<file path="config.mk">
export PLATFORM = sky130hd
export DESIGN_NAME = sseg_display_arbiter_flat
export DESIGN_NICKNAME = d
export VERILOG_FILES = /design/src/rtl/sseg_display_arbiter_if.sv /design/src/rtl/sseg_display_arbiter.sv /design/src/flat_wrapper.sv
export SDC_FILE = /design/constraint.sdc
export NUM_CORES = 1
export LEC_CHECK = 0
export BUFFER_PORTS_ARGS = -buffer_cell sky130_fd_sc_hd__buf_2
export CELL_PAD_IN_SITES_DETAIL_PLACEMENT = 0
export CELL_PAD_IN_SITES_GLOBAL_PLACEMENT = 2
export CORE_MARGIN = 5
export CORE_UTILIZATION = 26
export CTS_CLUSTER_SIZE = 12
export DETAILED_ROUTE_END_ITERATION = 16
export PLACE_DENSITY = 0.89
export SYNTH_ARGS = -nofsm -noshare
export SYNTH_HDL_FRONTEND = slang
export SYNTH_SLANG_ARGS = --single-unit
</file>
<file path="constraint.sdc">
create_clock -name clk -period 1.79 [get_ports clk]
set_input_delay 0 -clock clk [delete_from_list [all_inputs] [get_ports clk]]
set_output_delay 0 -clock clk [all_outputs]
set_load 0.02 [all_outputs]
</file>
<file path="src/rtl/sseg_display_arbiter_if.sv">
// Client-side bundle of the display arbiter: requests, patterns and the grant back.
interface sseg_display_arbiter_if;
  logic [2:0]  req;
  logic [31:0] pat0;
  logic [31:0] pat1;
  logic [31:0] pat2;
  logic [2:0]  gnt;
  logic        busy;

  modport master (output req, pat0, pat1, pat2, input gnt, busy);
  modport slave  (input req, pat0, pat1, pat2, output gnt, busy);
endinterface

</file>
<file path="src/rtl/sseg_display_arbiter.sv">
// Round-robin owner of the 4-digit seven-segment display with a minimum dwell
// per grant; owns the digit scan counter and the registered anode/segment pins.
//   state | meaning
//   IDLE  | no client owns the display, pins blanked
//   GRANT | client in gnt owns the display, dwell counted in frames
module sseg_display_arbiter #(
  parameter int N     = 18,
  parameter int DWELL = 8
) (
  input  logic                 clk,
  input  logic                 rst,
  sseg_display_arbiter_if.slave bus,
  output logic [3:0]           an,
  output logic [7:0]           sseg
);
  localparam int DW_W = $clog2(DWELL + 1);
  localparam logic [DW_W-1:0] DW_MAX = DW_W'(DWELL);

  typedef enum logic {IDLE, GRANT} state_t;

  state_t          state, state_nxt;
  logic [N-1:0]    q;
  logic [2:0]      gnt, gnt_nxt, others, pick_idle, pick_grant;
  logic [1:0]      last, last_nxt, cur, d;
  logic [DW_W-1:0] dw, dw_nxt;
  logic            frame_tick, expired;
  logic [31:0]     pat;
  logic [3:0]      an_nxt;
  logic [7:0]      sseg_nxt;

  // First requester strictly after client 'from', wrapping 2 -> 0.
  function automatic logic [2:0] rr_after(input logic [2:0] r, input logic [1:0] from);
    logic [2:0] pick;
    pick = 3'b000;
    case (from)
      2'd0:    if (r[1]) pick = 3'b010; else if (r[2]) pick = 3'b100; else if (r[0]) pick = 3'b001;
      2'd1:    if (r[2]) pick = 3'b100; else if (r[0]) pick = 3'b001; else if (r[1]) pick = 3'b010;
      default: if (r[0]) pick = 3'b001; else if (r[1]) pick = 3'b010; else if (r[2]) pick = 3'b100;
    endcase
    return pick;
  endfunction

  function automatic logic [1:0] onehot_idx(input logic [2:0] oh);
    return oh[2] ? 2'd2 : (oh[1] ? 2'd1 : 2'd0);
  endfunction

  assign frame_tick = &q;
  assign expired    = (dw == DW_MAX);
  assign d          = q[N-1:N-2];
  assign cur        = onehot_idx(gnt);
  assign others     = bus.req & ~gnt;
  assign pick_idle  = rr_after(bus.req, last);
  assign pick_grant = rr_after(others, cur);
  assign bus.gnt    = gnt;
  assign bus.busy   = |gnt;

  always_ff @(posedge clk or posedge rst) begin
    if (rst) begin
      q     <= '0;
      state <= IDLE;
      gnt   <= '0;
      last  <= 2'd2;
      dw    <= '0;
      an    <= 4'hF;
      sseg  <= 8'hFF;
    end else begin
      q     <= q + 1'b1;
      state <= state_nxt;
      gnt   <= gnt_nxt;
      last  <= last_nxt;
      dw    <= dw_nxt;
      an    <= an_nxt;
      sseg  <= sseg_nxt;
    end
  end

  always_comb begin
    state_nxt = state;
    gnt_nxt   = gnt;
    last_nxt  = last;
    dw_nxt    = dw;
    case (state)
      IDLE: begin
        dw_nxt = '0;
        if (|bus.req) begin
          state_nxt = GRANT;
          gnt_nxt   = pick_idle;
          last_nxt  = onehot_idx(pick_idle);
        end
      end
      GRANT: begin
        // Release takes precedence over expiry; both hand over without an IDLE cycle.
        if (!(|(bus.req & gnt)) || (expired && |others)) begin
          dw_nxt = '0;
          if (|others) begin
            gnt_nxt  = pick_grant;
            last_nxt = onehot_idx(pick_grant);
          end else begin
            state_nxt = IDLE;
            gnt_nxt   = '0;
          end
        end else if (frame_tick && !expired) begin
          dw_nxt = dw + 1'b1;
        end
      end
    endcase
  end

  always_comb begin
    an_nxt   = 4'hF;
    sseg_nxt = 8'hFF;
    case (gnt)
      3'b001:  pat = bus.pat0;
      3'b010:  pat = bus.pat1;
      3'b100:  pat = bus.pat2;
      default: pat = 32'hFFFF_FFFF;
    endcase
    if (|gnt) begin
      an_nxt   = ~(4'b0001 << d);
      sseg_nxt = pat[{d, 3'b000} +: 8];
    end
  end
endmodule

</file>
<file path="src/flat_wrapper.sv">
// flat-port wrapper written by rule: the top's interface ports become plain ports
module sseg_display_arbiter_flat 
#(
  parameter int N     = 18,
  parameter int DWELL = 8
)
  (clk, rst, an, sseg, bus_req, bus_pat0, bus_pat1, bus_pat2, bus_gnt, bus_busy);
  sseg_display_arbiter_if bus_i ();
  input  logic clk;
  input  logic rst;
  output logic [3:0] an;
  output logic [7:0] sseg;
  input wire logic [$bits(bus_i.req)-1:0] bus_req;
  input wire logic [$bits(bus_i.pat0)-1:0] bus_pat0;
  input wire logic [$bits(bus_i.pat1)-1:0] bus_pat1;
  input wire logic [$bits(bus_i.pat2)-1:0] bus_pat2;
  output wire logic [$bits(bus_i.gnt)-1:0] bus_gnt;
  output wire logic [$bits(bus_i.busy)-1:0] bus_busy;
  assign bus_i.req = bus_req;
  assign bus_i.pat0 = bus_pat0;
  assign bus_i.pat1 = bus_pat1;
  assign bus_i.pat2 = bus_pat2;
  assign bus_gnt = bus_i.gnt;
  assign bus_busy = bus_i.busy;
  sseg_display_arbiter #(.N(N), .DWELL(DWELL)) u_core (.clk(clk), .rst(rst), .bus(bus_i), .an(an), .sseg(sseg));
endmodule
</file>
==> summary.md, run 1 <==
| Metric | Value |
|---|---|
| Outcome | `completed` |
| Most frequent cells in the layout | `buf_2, nand2_1, a22oi_1` |
| DR WL/cell | `14.5 um` |
| Synth Area per Inst | `8.90 um2` |
| Final min period | `1.65 ns` |
| GRT Residual Overflow | `0` |
| Antenna Diode Count | `0` |
| Least-Margin Pin Slew | `0.495 ns` |
| Multi-input gate area | `0.00147 mm2` |
| Tightest Hold Check Type | `input pin to flop` |
| Critical path's top delay family | `flip-flops` |
| Worst path required time | `1.97 ns` |
| Largest net degree at the start of global routing | `slightly above 40` |
| Reg area | `approximately 0.0010 mm2` |
| First-pass GRT wire length | `roughly 12000 um` |
| CP cell instances | `and2b_1 -> a221oi_4 -> o21ai_4 -> nand2_4 -> mux2_4` |
| Top-area cell type share of the netlist area | `roughly a quarter` |
| Routed WL | `around 8000 um` |
| Register area share after synthesis | `between 30% and 40%` |
| Top post-synthesis cells by area | `dfrtp_1, dfstp_2, a22oi_1` |
| Critical Path AT | `around 1.8 ns` |
| Relative slew slack | `between 60% and 70%` |
| # setup viols final | `0` |
| Layout cells sized above 1 | `between 30 and 40%` |
| Crit path buffers/inverters | `0` |
| Clock-pin slew on the worst setup and hold paths | `about 0.080 ns` |
| Crit Path Max Fanout | `8` |
| Commonest non-fill, non-tap cell in the layout | `buf_2` |
| Number of global-route vias before repair | `between 2000 and 2500` |
| Gpl congestion | `~0.8` |
| Fmax | `605 MHz` |
| Synth warnings | `0` |
| Initial drt markers | `140` |
| DRT Pass-1 Iters | `4` |
| WHS Path Cells | `3` |
| Kind of critical path | `flop to flop` |
| Worst R2R Path Depth | `5` |
| Fillers | `a little over 1000` |
| RSZ-0062 raised after global routing | `no` |
| CTS root buffer | `clkbuf_8` |
| Clk sink count | `40` |
| Area growth syn-to-layout | `33.6%` |
| Via count | `2574` |
| Worst vdd ir | `0.370 mV` |
| Number of nets with antenna violations after routing | `0` |
| CTS tree | `done` |
| Setup TNS | `0 ns` |
| Netlist cell types | `43` |
| Syn Std Cell Area | `roughly 0.0026 mm2` |
| Final Hold Viols | `0` |
| Chip Width | `roughly 110 um` |
| Initial antenna violation count | `0` |
| Max-cap violations | `0` |
| Total power | `between 3 and 4 mW` |
| GR Util All Layers | `around 12%` |
| CP Capture Type | `flop` |
| Cell count after synthesis | `approximately 290` |
| PwrDens | `around 1100 mW/mm2` |
| Detailed placement HPWL | `between 6000 and 7000 um` |
| Crit share post-route | `slightly above 90%` |
| Syn Nets | `397` |
| Starting Density | `a little over a quarter` |
| Core ar. | `between 0.009 and 0.01 mm2` |
| CP Depth | `5` |
| Crit-path slowest cell | `dfrtp_1` |
| Fin. max-slew vios | `0` |
| Clock Skew | `roughly 0.0084 ns` |
| Static Leakage | `between 1.5 and 2 nW` |
| Final nets | `roughly 510` |
| Ys flop type | `dfrtp_1` |
| IO Port Bufs | `approximately 120` |
| Async S/R FF share, synth | `100%` |
| Worst slack, placed | `about 0.11 ns` |
| Number of flops mapped to enable cells by yosys | `0` |
| Synth area leader | `dfrtp_1` |
| Io pins | `117` |
| H-tree Lvls | `2` |
| Drt drc | `0` |
| Via/cell ratio | `4.78` |
| Full die area | `around 0.012 mm2` |
| Clock Path Buffers | `2` |
| Num rows | `36` |
| Max stage delay on crit path | `roughly 0.45 ns` |
| Final Worst Setup Slack | `roughly 0.14 ns` |
| Startpoint Class | `flop` |
| CTS Buf Count | `5` |
| Chip Height | `110 um` |
| Worst-Skew Late Latency | `0.29 ns` |
| Synthesis-stage register bit count | `40` |
-- Yosys cell counts (2+ instances only) --
cell and count:
and3_1 6, a22oi_1 32, buf_2 10, clkbuf_1 10
a21oi_1 17, ha_1 3, o211ai_1 21, dfrtp_1 27
nor2b_1 4, nand2_1 37, and2b_1 2, mux2i_1 2
nand4_1 3, o31ai_1 2, o21ai_0 18, o221ai_1 3
inv_1 9, nor2_1 9, xor2_1 7, and4_1 5
nand3_1 17, nand3b_1 4, mux2_4 2, dfstp_2 13
xnor2_1 12
-- repair_timing --
| item | in CTS | in global routing |
|---|---|---|
| endpoints found under the setup margin | 0 | 2 |
| buffers inserted | 0 | 0 |
| resized for setup | 0 | 1 |
| hold buffers | 1 | 0 |
| hold endpoints to repair | 27 | 0 |
-- area by class of cell --
class / instances / area share, %
inverters: 9 / 0.969
flip-flops and latches: 40 / 29.2
multi-input cells: 222 / 42.2
well taps: 133 / 4.78
clock buffers: 6 / 2.37
repair buffers: 127 / 20.2
clock inverters: 2 / 0.287
-- power breakdown --
group,switching (mW),leakage (nW),internal [mW],total [mW]
registers,0.110,0.491,1.13,1.24
clock network,0.311,0.0510,0.308,0.619
logic,1.19,0.999,0.825,2.02
total,1.61,1.54,2.26,3.87
-- flip-flops by register name, indices dropped and copies added, names as in the netlist --
name	cells
u_core.last	2
u_core.sseg	8
u_core.dw	4
u_core.bus.gnt	3
u_core.state	1
u_core.an	4
u_core.q	18
-- final timing paths --
kind                                   start           endpoint  slack, ns
hold / removal                    bus_req[2]     u_core.last[1]       0.07
setup reg to reg           u_core.bus.gnt[1]  u_core.bus.gnt[1]       0.14
hold reg to reg                 u_core.q[11]       u_core.q[11]       0.47
setup / recovery           u_core.bus.gnt[1]  u_core.bus.gnt[1]       0.14
max in group asynchronous                rst     u_core.sseg[1]       1.06
min in group asynchronous                rst       u_core.q[11]       0.37
-- routing by layer --
| metal | track usage [%] | routed length [um] | up-vias |
|---|---|---|---|
| met5 | 0 | 0 | - |
| met4 | 3.69 | 111 | 0 |
| met3 | 2.97 | 522 | 9 |
| met2 | 20.9 | 3900 | 84 |
| met1 | 15.8 | 3290 | 1178 |
| li1 | - | - | 1303 |
-- metrics by stage --
step | std cells | hold slack [ns] | util (%) | area, um2
CTS | 539 | 0.0424 | 35.5 | 3470
global placement | 530 | 0.148 | 34.5 | 3370
floorplan | 293 | 0.156 | - | 2610
detailed placement | 530 | 0.147 | 34.5 | 3370
global route | 539 | 0.110 | 35.7 | 3480
finish | 539 | 0.0654 | 35.7 | 3480
-- worst min-delay path, delay by kind of cell --
family / cells / cell delay (ns)
buf+inv: 1 / 0.15
compound gates: 2 / 0.21
-- cell families (layout without fill, tap and decap cells) --
group	count (synthesis)	after routing	synth area share, %
compound gates	101	101	27.0
simple gates	95	95	18.9
flops	40	40	39.0
buf+inv	31	144	5.37
xor+xnor	19	19	6.38
mux	4	4	1.92
fa+ha+maj	3	3	1.44
Power figures use the tool's default switching activity.
==> run 2: changes to the inputs <==
--- a/config.mk
+++ b/config.mk
@@ -9,10 +9,11 @@
 export CELL_PAD_IN_SITES_DETAIL_PLACEMENT = 0
 export CELL_PAD_IN_SITES_GLOBAL_PLACEMENT = 2
 export CORE_MARGIN = 5
-export CORE_UTILIZATION = 26
+export CORE_UTILIZATION = 24
 export CTS_CLUSTER_SIZE = 12
 export DETAILED_ROUTE_END_ITERATION = 16
-export PLACE_DENSITY = 0.89
+export GPL_TIMING_DRIVEN = 0
+export PLACE_DENSITY = 0.87
 export SYNTH_ARGS = -nofsm -noshare
 export SYNTH_HDL_FRONTEND = slang
 export SYNTH_SLANG_ARGS = --single-unit
==> constraint.sdc (replaced) <==
create_clock -name clk -period 1.3 [get_ports clk]
set_input_delay 0 -clock clk [delete_from_list [all_inputs] [get_ports clk]]
set_output_delay 0 -clock clk [all_outputs]
set_load 0.02 [all_outputs]
==> run 2 against run 1 <==
  * The run now ends with negative setup slack left
  * Largest cell class unchanged
  * Highest routed layer unchanged
  * Sequential share of layout area is 4.2 points lower
  * Largest power group unchanged
  * Power is 65% higher
  * Clock power is 37% higher
  * Core utilization is 2.5 points higher
==> summary.md, run 2 (same netlist as run 1, synthesis figures left out) <==
| Metric | Value |
|---|---|
| FF-to-FF End | `u_core.bus.gnt[0]` |
| Total power | `around 6.4 mW` |
| DRT Pass-1 Iters | `4` |
| Routed WL | `9250 um` |
| Area growth syn-to-layout | `57.0%` |
| Via/cell ratio | `about 4.8` |
| Outcome | `finished with violations` |
| Worst R2R Path Depth | `6` |
| R2R setup slack | `-0.36 ns` |
| CTS tree | `done` |
| CTS root buffer | `clkbuf_8` |
| CP Capture Type | `flop` |
| Number of global-route vias before repair | `around 2900` |
| Core ar. | `~0.011 mm2` |
| Most frequent cells in the layout | `buf_2, nand2_1, buf_4` |
| Crit share post-route | `128%` |
| # setup viols final | `22` |
| Worst vdd ir | `~0.53 mV` |
| Final Worst Setup Slack | `-0.361 ns` |
| Io pins | `approximately 120` |
| CP startpoint | `u_core.bus.gnt[1]` |
| GRT met3 Usage | `under 10%` |
| Chip Width | `~110 um` |
| Initial drt markers | `around 230` |
| Final nets | `roughly 550` |
| Largest register FFs | `18` |
| Starting Density | `between 20% and 30%` |
| Initial antenna violation count | `0` |
| Kind of critical path | `flop to flop` |
| Chip Height | `around 110 um` |
| PwrDens | `roughly 1600 mW/mm2` |
| Global route hottest layer | `met2` |
| Met2 Use GR | `between 20% and 30%` |
| Antenna Diode Count | `0` |
| Crit path capture | `u_core.bus.gnt[0]` |
| Relative slew slack | `43.7%` |
| Drt drc | `0` |
| GR Util met1 | `~17%` |
| Tightest Hold Check Type | `input pin to flop` |
| Clk sink count | `40` |
| Commonest non-fill, non-tap cell in the layout | `buf_2` |
| Static Leakage | `around 1.8 nW` |
| Max-cap violations | `0` |
| First-pass GRT wire length | `~14000 um` |
| Most flop-heavy register | `u_core.q` |
| Worst-Skew Late Latency | `roughly 0.29 ns` |
| Final Hold Viols | `0` |
| Fin. max-slew vios | `0` |
| Detailed placement HPWL | `about 6700 um` |
| Crit Path Max Fanout | `4` |
| Final min period | `1.66 ns` |
| Clock Skew | `between 0.006 and 0.007 ns` |
| GR Util All Layers | `13.6%` |
| GRT Residual Overflow | `0` |
| Fmax | `around 600 MHz` |
| Gpl congestion | `between 0.7 and 0.8` |
| DR WL/cell | `around 16 um` |
| Worst path required time | `~1.5 ns` |
| FF-to-FF Start | `u_core.bus.gnt[1]` |
| Largest net degree at the start of global routing | `approximately 40` |
| Worst slack, placed | `-0.387 ns` |
| IO Port Bufs | `116` |
| Startpoint Class | `flop` |
| Via count | `about 2800` |
| RSZ-0062 raised after global routing | `yes` |
| Setup TNS | `-4.91 ns` |
| Full die area | `0.0131 mm2` |
| Least-Margin Pin Slew | `0.843 ns` |
| Layout cells sized above 1 | `54.8%` |
| Number of nets with antenna violations after routing | `0` |
| Critical Path AT | `approximately 1.8 ns` |
| Top Registers | `u_core.q (18), u_core.sseg (8)` |
| Clock Path Buffers | `2` |
| Failing checks | `negative setup slack` |
| Num rows | `38` |
| Clock-pin slew on the worst setup and hold paths | `around 0.08 ns` |
| H-tree Lvls | `2` |
| CTS Buf Count | `5` |
[run 2: changes by cell type in the layout (fill, tap and decap cells not counted), moves of 5 or more]
cell / previous run / this run
a22oi_1: 32 / 14
a22oi_2: 0 / 18
buf_4: 7 / 28
buf_6: 0 / 16
clkbuf_1: 0 / 9
dfrtp_1: 27 / 22
dfrtp_2: 0 / 5
nand3_1: 17 / 12
o21ai_0: 18 / 6
o21ai_1: 0 / 12
[run 2: worst min path at each step]
stage,to,slack (ns),depth (start not counted),start
finish,u_core.sseg[7],0.08,5,bus_pat2[23]
floorplan,u_core.last[1],0.16,2,bus_req[2]
detailed placement,u_core.q[5],0.23,2,rst
global placement,u_core.last[1],0.37,3,bus_req[2]
global route,u_core.sseg[7],0.08,5,bus_pat2[23]
CTS,u_core.last[1],0.06,3,bus_req[2]
[run 2: area by class of cell]
type	count	area [um2]
fill	1143	6650
multi-input combinational	222	1730
sequential	40	1020
timing repair buffer	150	872
buffer	22	175
tap	140	175
clock buffer	8	90.1
inverter	9	33.8
[run 2: metrics by stage]
stage	hold WS [ns]	cells	cell area [um2]	utilization (%)
6_report	0.0777	591	4100	38.1
4_1_cts	0.0570	578	3840	35.7
3_5_place_dp	0.234	549	3470	32.3
5_1_grt	0.0803	591	4100	38.1
2_1_floorplan	0.156	293	2720	-
3_3_place_gp	0.369	549	3470	32.3
[run 2: repair_timing]
item / 4_1_cts / 5_1_grt
hold endpoints to repair: 27 / 0
cloned: 1 / 1
gates resized for setup: 32 / 53
pin swaps: 12 / 19
setup buffers: 19 / 13
hold buffers: 1 / 0
setup endpoints to repair: 30 / 32
[run 2: metal layers]
layer,vias to the layer above,wire length (um)
met5,-,0
met4,0,143
met3,15,436
met2,84,4780
met1,1322,3890
li1,1405,-
[run 2: where the power goes]
group	switching [mW]	leakage, nW	total, mW	internal, mW
Combinational	2.08	1.25	3.85	1.77
Clock	0.416	0.0455	0.849	0.433
Sequential	0.118	0.485	1.68	1.56
Total	2.62	1.78	6.38	3.76
[run 2: worst max-delay path, stage by stage (launching register included)]
cell      delay (ns)
dfrtp_2         0.39
buf_4           0.11
and2b_2         0.23
a221oi_4        0.26
o21ai_4         0.13
nand2_4         0.13
mux2_4          0.30
